[src/rtl/seg_scan_mux_if.sv]
// Bus bundle between a digit source and the seg_scan_mux display scanner.
interface seg_scan_mux_if #(
  parameter int NUM_DIGITS = 8
) ();
  logic [4*NUM_DIGITS-1:0] iDigits;
  logic [NUM_DIGITS-1:0]   iDigitEn;
  logic                    iBlankLZ;
  logic [3:0]              oDigit;
  logic [NUM_DIGITS-1:0]   oAn;
  logic                    oFrame;

  modport master (
    output iDigits, iDigitEn, iBlankLZ,
    input  oDigit, oAn, oFrame
  );

  modport slave (
    input  iDigits, iDigitEn, iBlankLZ,
    output oDigit, oAn, oFrame
  );
endinterface

[src/rtl/seg_scan_mux.sv]
// Multi-digit 7-segment scan controller: frame-coherent snapshot of the
// BCD digits, per-digit enables, optional leading-zero blanking and a dead
// time at the start of every digit slot to suppress ghosting.
module seg_scan_mux #(
  parameter int NUM_DIGITS = 8,
  parameter int SCAN_DIV   = 100000,
  parameter int GHOST_CYC  = 1000
) (
  input logic          clk,
  input logic          rst,
  seg_scan_mux_if.slave bus
);

  localparam int CW = (SCAN_DIV > 1) ? $clog2(SCAN_DIV) : 1;
  localparam int IW = $clog2(NUM_DIGITS);
  localparam logic [CW-1:0] CNT_MAX = CW'(SCAN_DIV - 1);
  localparam logic [IW-1:0] IDX_MAX = IW'(NUM_DIGITS - 1);

  logic [CW-1:0]         cnt;
  logic [IW-1:0]         idx;
  logic [3:0]            shDig [NUM_DIGITS];
  logic [NUM_DIGITS-1:0] shEn;

  logic                  tick;
  logic                  lastSlot;
  logic                  ghost;
  logic                  off;
  logic [NUM_DIGITS-1:0] zeroFromTop;
  logic [NUM_DIGITS-1:0] lzBlank;

  assign tick     = (cnt == CNT_MAX);
  assign lastSlot = (idx == IDX_MAX);

  // Dead time only exists when GHOST_CYC is nonzero; avoids an always-false compare.
  if (GHOST_CYC > 0) begin : gGhost
    assign ghost = (cnt < CW'(GHOST_CYC));
  end else begin : gNoGhost
    assign ghost = 1'b0;
  end

  // Leading-zero chain: digit k blanks when it and every digit above it are zero.
  always_comb begin
    zeroFromTop = '0;
    lzBlank     = '0;
    zeroFromTop[NUM_DIGITS-1] = (shDig[NUM_DIGITS-1] == 4'h0);
    for (int unsigned j = 1; j < NUM_DIGITS; j++) begin
      zeroFromTop[NUM_DIGITS-1-j] = zeroFromTop[NUM_DIGITS-j] &&
                                    (shDig[NUM_DIGITS-1-j] == 4'h0);
    end
    for (int unsigned k = 1; k < NUM_DIGITS; k++) begin
      lzBlank[k] = bus.iBlankLZ && zeroFromTop[k];
    end
  end

  // Current slot is dark during dead time, when disabled, or when LZ-blanked.
  always_comb begin
    off = ghost || !shEn[idx] || lzBlank[idx];
  end

  // Prescaler, slot index and end-of-frame input snapshot.
  always_ff @(posedge clk or posedge rst) begin
    if (rst) begin
      cnt  <= '0;
      idx  <= '0;
      shEn <= '0;
      for (int unsigned k = 0; k < NUM_DIGITS; k++) begin
        shDig[k] <= '0;
      end
    end else begin
      cnt <= tick ? '0 : cnt + 1'b1;
      if (tick) begin
        idx <= lastSlot ? '0 : idx + 1'b1;
      end
      if (tick && lastSlot) begin
        shEn <= bus.iDigitEn;
        for (int unsigned k = 0; k < NUM_DIGITS; k++) begin
          shDig[k] <= bus.iDigits[4*k +: 4];
        end
      end
    end
  end

  // Registered display outputs, one cycle behind the scan state.
  always_ff @(posedge clk or posedge rst) begin
    if (rst) begin
      bus.oAn    <= '1;
      bus.oDigit <= 4'hF;
      bus.oFrame <= 1'b0;
    end else begin
      bus.oAn    <= off ? '1 : ~(NUM_DIGITS'(1) << idx);
      bus.oDigit <= off ? 4'hF : shDig[idx];
      bus.oFrame <= tick && lastSlot;
    end
  end

endmodule
[src/flat_wrapper.sv]
// flat-port wrapper written by rule: the top's interface ports become plain ports
module seg_scan_mux_flat 
#(
  parameter int NUM_DIGITS = 8,
  parameter int SCAN_DIV   = 100000,
  parameter int GHOST_CYC  = 1000
)
  (clk, rst, bus_iDigits, bus_iDigitEn, bus_iBlankLZ, bus_oDigit, bus_oAn, bus_oFrame);
  seg_scan_mux_if #(.NUM_DIGITS(NUM_DIGITS)) bus_i ();
  input logic clk;
  input logic rst;
  input wire logic [$bits(bus_i.iDigits)-1:0] bus_iDigits;
  input wire logic [$bits(bus_i.iDigitEn)-1:0] bus_iDigitEn;
  input wire logic [$bits(bus_i.iBlankLZ)-1:0] bus_iBlankLZ;
  output wire logic [$bits(bus_i.oDigit)-1:0] bus_oDigit;
  output wire logic [$bits(bus_i.oAn)-1:0] bus_oAn;
  output wire logic [$bits(bus_i.oFrame)-1:0] bus_oFrame;
  assign bus_i.iDigits = bus_iDigits;
  assign bus_i.iDigitEn = bus_iDigitEn;
  assign bus_i.iBlankLZ = bus_iBlankLZ;
  assign bus_oDigit = bus_i.oDigit;
  assign bus_oAn = bus_i.oAn;
  assign bus_oFrame = bus_i.oFrame;
  seg_scan_mux #(.NUM_DIGITS(NUM_DIGITS), .SCAN_DIV(SCAN_DIV), .GHOST_CYC(GHOST_CYC)) u_core (.clk(clk), .rst(rst), .bus(bus_i));
endmodule
[config.mk]
export PLATFORM = sky130hd
export DESIGN_NAME = seg_scan_mux_flat
export DESIGN_NICKNAME = d
export VERILOG_FILES = /design/src/rtl/seg_scan_mux_if.sv /design/src/rtl/seg_scan_mux.sv /design/src/flat_wrapper.sv
export SDC_FILE = /design/constraint.sdc
export NUM_CORES = 1
export LEC_CHECK = 0
export ABC_AREA = 1
export CORE_MARGIN = 2
export CORE_UTILIZATION = 40
export DETAILED_ROUTE_END_ITERATION = 7
export PLACE_DENSITY_LB_ADDON = 0.12
export REMOVE_ABC_BUFFERS = 1
export SYNTH_ARGS = -nofsm -noshare
export SYNTH_HDL_FRONTEND = slang
export SYNTH_SLANG_ARGS = --single-unit
[constraint.sdc]
create_clock -name clk -period 6.2 [get_ports clk]
set_input_delay 1.24 -clock clk [delete_from_list [all_inputs] [get_ports clk]]
set_output_delay 1.24 -clock clk [all_outputs]
set_load 0.005 [all_outputs]
Yosys cells after proc, flatten, opt, wreduce, memory -nomap -nowiden. Cells that the tools add are included.

Add/sub/neg operators: 2. Order comparisons: 3. Equal/unequal tests: 2. Shift-type cells: 1. Multiplexer cells: 11. Bitwise logic cells: 2. Reduce and logical (&&, ||, !) cells: 24.

Operators by type and width (number): $logic_not A4 Y1 (7); $add A17 B1 Y17 const B (1); $eq A17 B17 Y1 const B (1); $lt A17 B10 Y1 const B (1); $mux W17 (1); $logic_and A1 B1 Y1 (14); $bmux W4 S3 (1); $mux W4 (3); $mux W8 (1); $not A8 Y8 (1); $shl A1 B3 Y8 const A (1); $bmux W1 S3 (2); $ge A4 B4 Y1 const B (1); $lt A3 B4 Y1 const B (1); $not A3 Y4 (1); $add A3 B1 Y3 const B (1); $eq A3 B3 Y1 const B (1); $mux W3 (1); $logic_or A1 B1 Y1 (2); $mux W1 (2); $logic_not A1 Y1 (1).

Register bits after elaboration: 73. Input port bits: 43.

Longest topological paths before layout.
Depth after elaboration: 12. Depth in mapped cells: 10. Mapped depth without buffers: 9.

Worst setup path after synthesis. Ideal clock, no wire load.

Path kind: input-to-reg. Start point: input bus_iBlankLZ. End point: register u_core.bus.oAn[0]. Library setup time: 0.064 ns. Arrival time: 1.836 ns. Path slack: 4.300 ns. Stages on the path: 7. Buffers on the path: 1. Path through: nand3_1 > nor2_1 > nand2_1 > nor2_1 > nand3_1 > buf_2 > nand3_1.

Word-level cells in the longest chain between the ends: 5. Elaborated cells between the ends (all ways): 11. Those cells by class: mux: 3; reduce/logical: 8.

Ends and longest elaborated chain: start: declaration (RTL line flat_wrapper.sv:14) `input wire logic [$bits(bus_i.iBlankLZ)-1:0] bus_iBlankLZ;`; $logic_and A1 B1 Y1 (RTL line seg_scan_mux.sv:51) `lzBlank[k] = bus.iBlankLZ && zeroFromTop[k];`; $bmux W1 S3 (*) (RTL line seg_scan_mux.sv:57) `off = ghost || !shEn[idx] || lzBlank[idx];`; $mux W1 (not written as such) (*) (RTL line seg_scan_mux.sv:57); $logic_or A1 B1 Y1 (*) (RTL line seg_scan_mux.sv:57); $mux W8 (*) (RTL line seg_scan_mux.sv:90) `bus.oAn <= off ? '1 : ~(NUM_DIGITS'(1) << idx);`; end signal: assignment (RTL line seg_scan_mux.sv:90); end: declaration (RTL line seg_scan_mux_if.sv:19) `output oDigit, oAn, oFrame`.

Mark *: on every way between the ends. The rest lies on a longest branch, timed or not. The select of a mux whose other input is x is not followed. A chain may end at the register's enable or synchronous reset.

Worst setup path after layout.
Start point: register u_core.idx[0]. End point: register u_core.shEn[2].

Word-level cells in the longest chain between the ends: 2.

Ends and longest elaborated chain: start: declaration (RTL line seg_scan_mux.sv:20) `logic [IW-1:0] idx;`; start signal: assignment (RTL line seg_scan_mux.sv:72) `idx <= lastSlot ? '0 : idx + 1'b1;`; $eq A3 B3 Y1 (RTL line seg_scan_mux.sv:32) `assign lastSlot = (idx == IDX_MAX);`; $logic_and A1 B1 Y1 (RTL line seg_scan_mux.sv:74) `if (tick && lastSlot) begin`; end signal: assignment (RTL line seg_scan_mux.sv:75) `shEn <= bus.iDigitEn;`; end: declaration (RTL line seg_scan_mux.sv:22) `logic [NUM_DIGITS-1:0] shEn;`.

No other way between the ends.

==> summary.md <==
| Metric | Value |
|---|---|
| Tot GR Track Use | 0.1741 |
| Seq/Total Area, Yosys | 0.4907 |
| Worst EP arrival | 3390 ps |
| Fin crit share | 0.4995 |
| CTS sink count | 73 |
| IO Pins | 56 |
| Die Wd | 100.9 um |
| Share of cells above drive strength 1 | 0.06560 |
| P_leak | 2.272 nW |
| Worst setup margin | 3103 ps |
| Initial antenna violation count | 0 |
| FMAX | 322.9 MHz |
| Tmin final | 3097 ps |
| Row cnt | 35 |
| Least-Margin Pin Slew | 845.4 ps |
| Cell Area, Synth | 0.003754 mm^2 |
| Worst reg-to-reg setup slack | 3100 ps |
| Status | finished, final reports clean |
| Dpl hpwl | 5834 um |
| Max-slew headroom | 0.4364 |
| Crit-path cells | ha_1, ha_1, nand3_2, clkinv_2, nand2_1, nand2_1 |
| Clock Path Buffers | 2 |
| Clk pin slew, worst setup/hold paths | 80 ps |
| Largest net degree at the start of global routing | 63 |
| CP max stage cell | dfrtp_1 |
| Net count, final | 609 |
| Resize count post-CTS | 0 |
| H-tree levels | 3 |
| #FFs+latches synth | 73 |
| RSZ-0062 raised after global routing | false |
| CP max FO | 41 |
| DR vias | 3253 |
| Fin Setup TNS | 0 ps |
| Fill cells | 930 |
| Die area | 0.01017 mm^2 |
| Final WL | 8385 um |
| Max IR drop VDD | 0.1132 mV |
| Die height | 100.9 um |
| Cell variety after synth | 26 |
| Max cap viols | 0 |
| Core area | 0.009153 mm^2 |
| Number of global-route vias before repair | 3053 |
| Pwr/cell area | 228.1 mW/mm^2 |
| Fin. max-slew vios | 0 |
| Port Buf Inserts | 55 |
| # setup viols final | 0 |
| Cell count after synthesis | 509 |
| Wirelength per Cell | 12.42 um |
| Synth Area per Inst | 7.374 um^2 |
| Worst Setup End Kind | flip-flop |
| CP required | 6490 ps |
| CTS tree | built |
| Hold WC Path Type | reg -> reg |
| CTS root buffer | clkbuf_8 |
| Post-CTS Hold Buffers | 0 |
| Antenna-violating nets left | 0 |
| Yosys warning count | 0 |
| Setup repair bufs after CTS | 0 |
| First drt pass iteration count | 5 |
| Dpl ws | 3114 ps |
| Hold Vio Cnt, Final | 0 |
| TritonCTS Buffers | 9 |
| Area Growth Syn to Fin | 23.43% |
| Family with the most delay on the worst path | flip-flops |
| Clock insertion delay at the later pin of the skew report | 350 ps |
| Crit path largest cell delay | 900 ps |
| First-pass GRT wire length | 13980 um |
| DRC Markers | 0 |
| Overflow after GRT | 0 |
| Buffer and inverter count on the worst path | 1 |
| Initial Util | 0.4101 |
| Initial DRC Count | 140 |
| Vias per cell | 4.819 |
| Critical Path Start Type | flip-flop |
| Setup Skew | 11.98 ps |
| Crit Path Class | reg -> reg |
| Antenna diodes | 0 |
| RePlAce Congestion | 0.8731 |
where the power goes:
part           total [mW]  switching, mW  internal (mW)
clock network       0.544          0.184          0.360
registers           0.476              0          0.476
logic              0.0364         0.0131         0.0233
cell usage in the layout, fill, tap and decap left out, drive strengths merged:
| cell | instances |
|---|---|
| a21boi | 1 |
| a21oi | 2 |
| buf | 1 |
| bufinv | 5 |
| clkbuf | 11 |
| clkdlybuf4s50 | 55 |
| clkinv | 2 |
| dfrtp | 61 |
| dfstp | 12 |
| ha | 7 |
| inv | 55 |
| nand2 | 218 |
| nand3 | 35 |
| nand4 | 10 |
| nor2 | 55 |
| nor3 | 5 |
| nor3b | 1 |
| o21ai | 20 |
| o22ai | 1 |
| or2 | 1 |
| xor2 | 6 |
path summary, 6_finish.rpt:
check                                           from                          to  cells after the start
setup / recovery           u_core.idx[0]$_DFFE_PP0N_  u_core.shEn[2]$_DFFE_PP0P_                      6
hold / removal               u_core.cnt[0]$_DFF_PP0_     u_core.cnt[0]$_DFF_PP0_                      1
setup reg to reg           u_core.idx[0]$_DFFE_PP0N_  u_core.shEn[2]$_DFFE_PP0P_                      6
hold reg to reg              u_core.cnt[0]$_DFF_PP0_     u_core.cnt[0]$_DFF_PP0_                      1
max in group asynchronous                        rst  u_core.shEn[5]$_DFFE_PP0P_                      3
min in group asynchronous                        rst     u_core.cnt[8]$_DFF_PP0_                      2
final cells by class:
cell class | instances | area (um^2) | area share
Sequential cell | 73 | 1842 | 0.3975
Multi-Input combinational cell | 362 | 1588 | 0.3427
Timing Repair Buffer | 56 | 558.0 | 0.1204
Inverter | 57 | 215.2 | 0.04645
Clock inverter | 5 | 150.1 | 0.03241
Clock buffer | 11 | 141.4 | 0.03052
Tap cell | 111 | 138.9 | 0.02998
layer usage:
metal	global-route usage	share of wire	up-vias	routed length, um
li1	-	-	1655	-
met1	0.2458	0.50	1500	4224
met2	0.2641	0.43	86	3612
met3	0.02982	0.048	12	405
met4	0.07376	0.017	0	144
met5	0	0	-	0
Yosys cell counts (all sizes together):
cell type	instances	area (um^2)
nor3b	1	7.510
dfstp	12	315.3
o21ai	20	100.1
a21oi	2	10.01
or2	1	6.260
nor2	55	224.0
xor2	6	52.55
clkinv	2	8.750
nand4	10	62.56
ha	7	87.58
nand3	35	180.2
clkbuf	3	11.26
buf	14	97.59
nand2	218	818.3
inv	55	206.5
a21boi	1	7.510
o22ai	1	6.260
dfrtp	61	1526
nor3	5	25.02
kinds of logic after synthesis:
| family | share of synthesized area |
|---|---|
| adders and majority gates | 0.02333 |
| AOI/OAI and AO/OA | 0.03300 |
| buffers and inverters | 0.08633 |
| and+or+nand+nor | 0.3527 |
| DFF | 0.4907 |
| xor gates and xnor gates | 0.01400 |
sequential cells by signal, summed over array words and instances (netlist names):
signal,flops
u_core.shEn,8
u_core.bus.oDigit,4
u_core.cnt,17
u_core.idx,3
u_core.bus.oAn,8
u_core.bus.oFrame,1
u_core.shDig,32
stage by stage:
stage | std cells | power [mW] | cell area (um^2) | util | hold WS (ps)
after global placement | 659 | 0.5230 | 4342 | 0.4744 | 453.7
final | 675 | 1.057 | 4633 | 0.5062 | 464.3
after floorplan | 492 | 0.4921 | 3645 | - | 432.9
after detailed placement | 659 | 0.5228 | 4342 | 0.4744 | 462.5
after global routing | 675 | 1.086 | 4633 | 0.5062 | 483.4
after CTS | 675 | 1.067 | 4633 | 0.5062 | 470.7
Power figures use the tool's default switching activity.
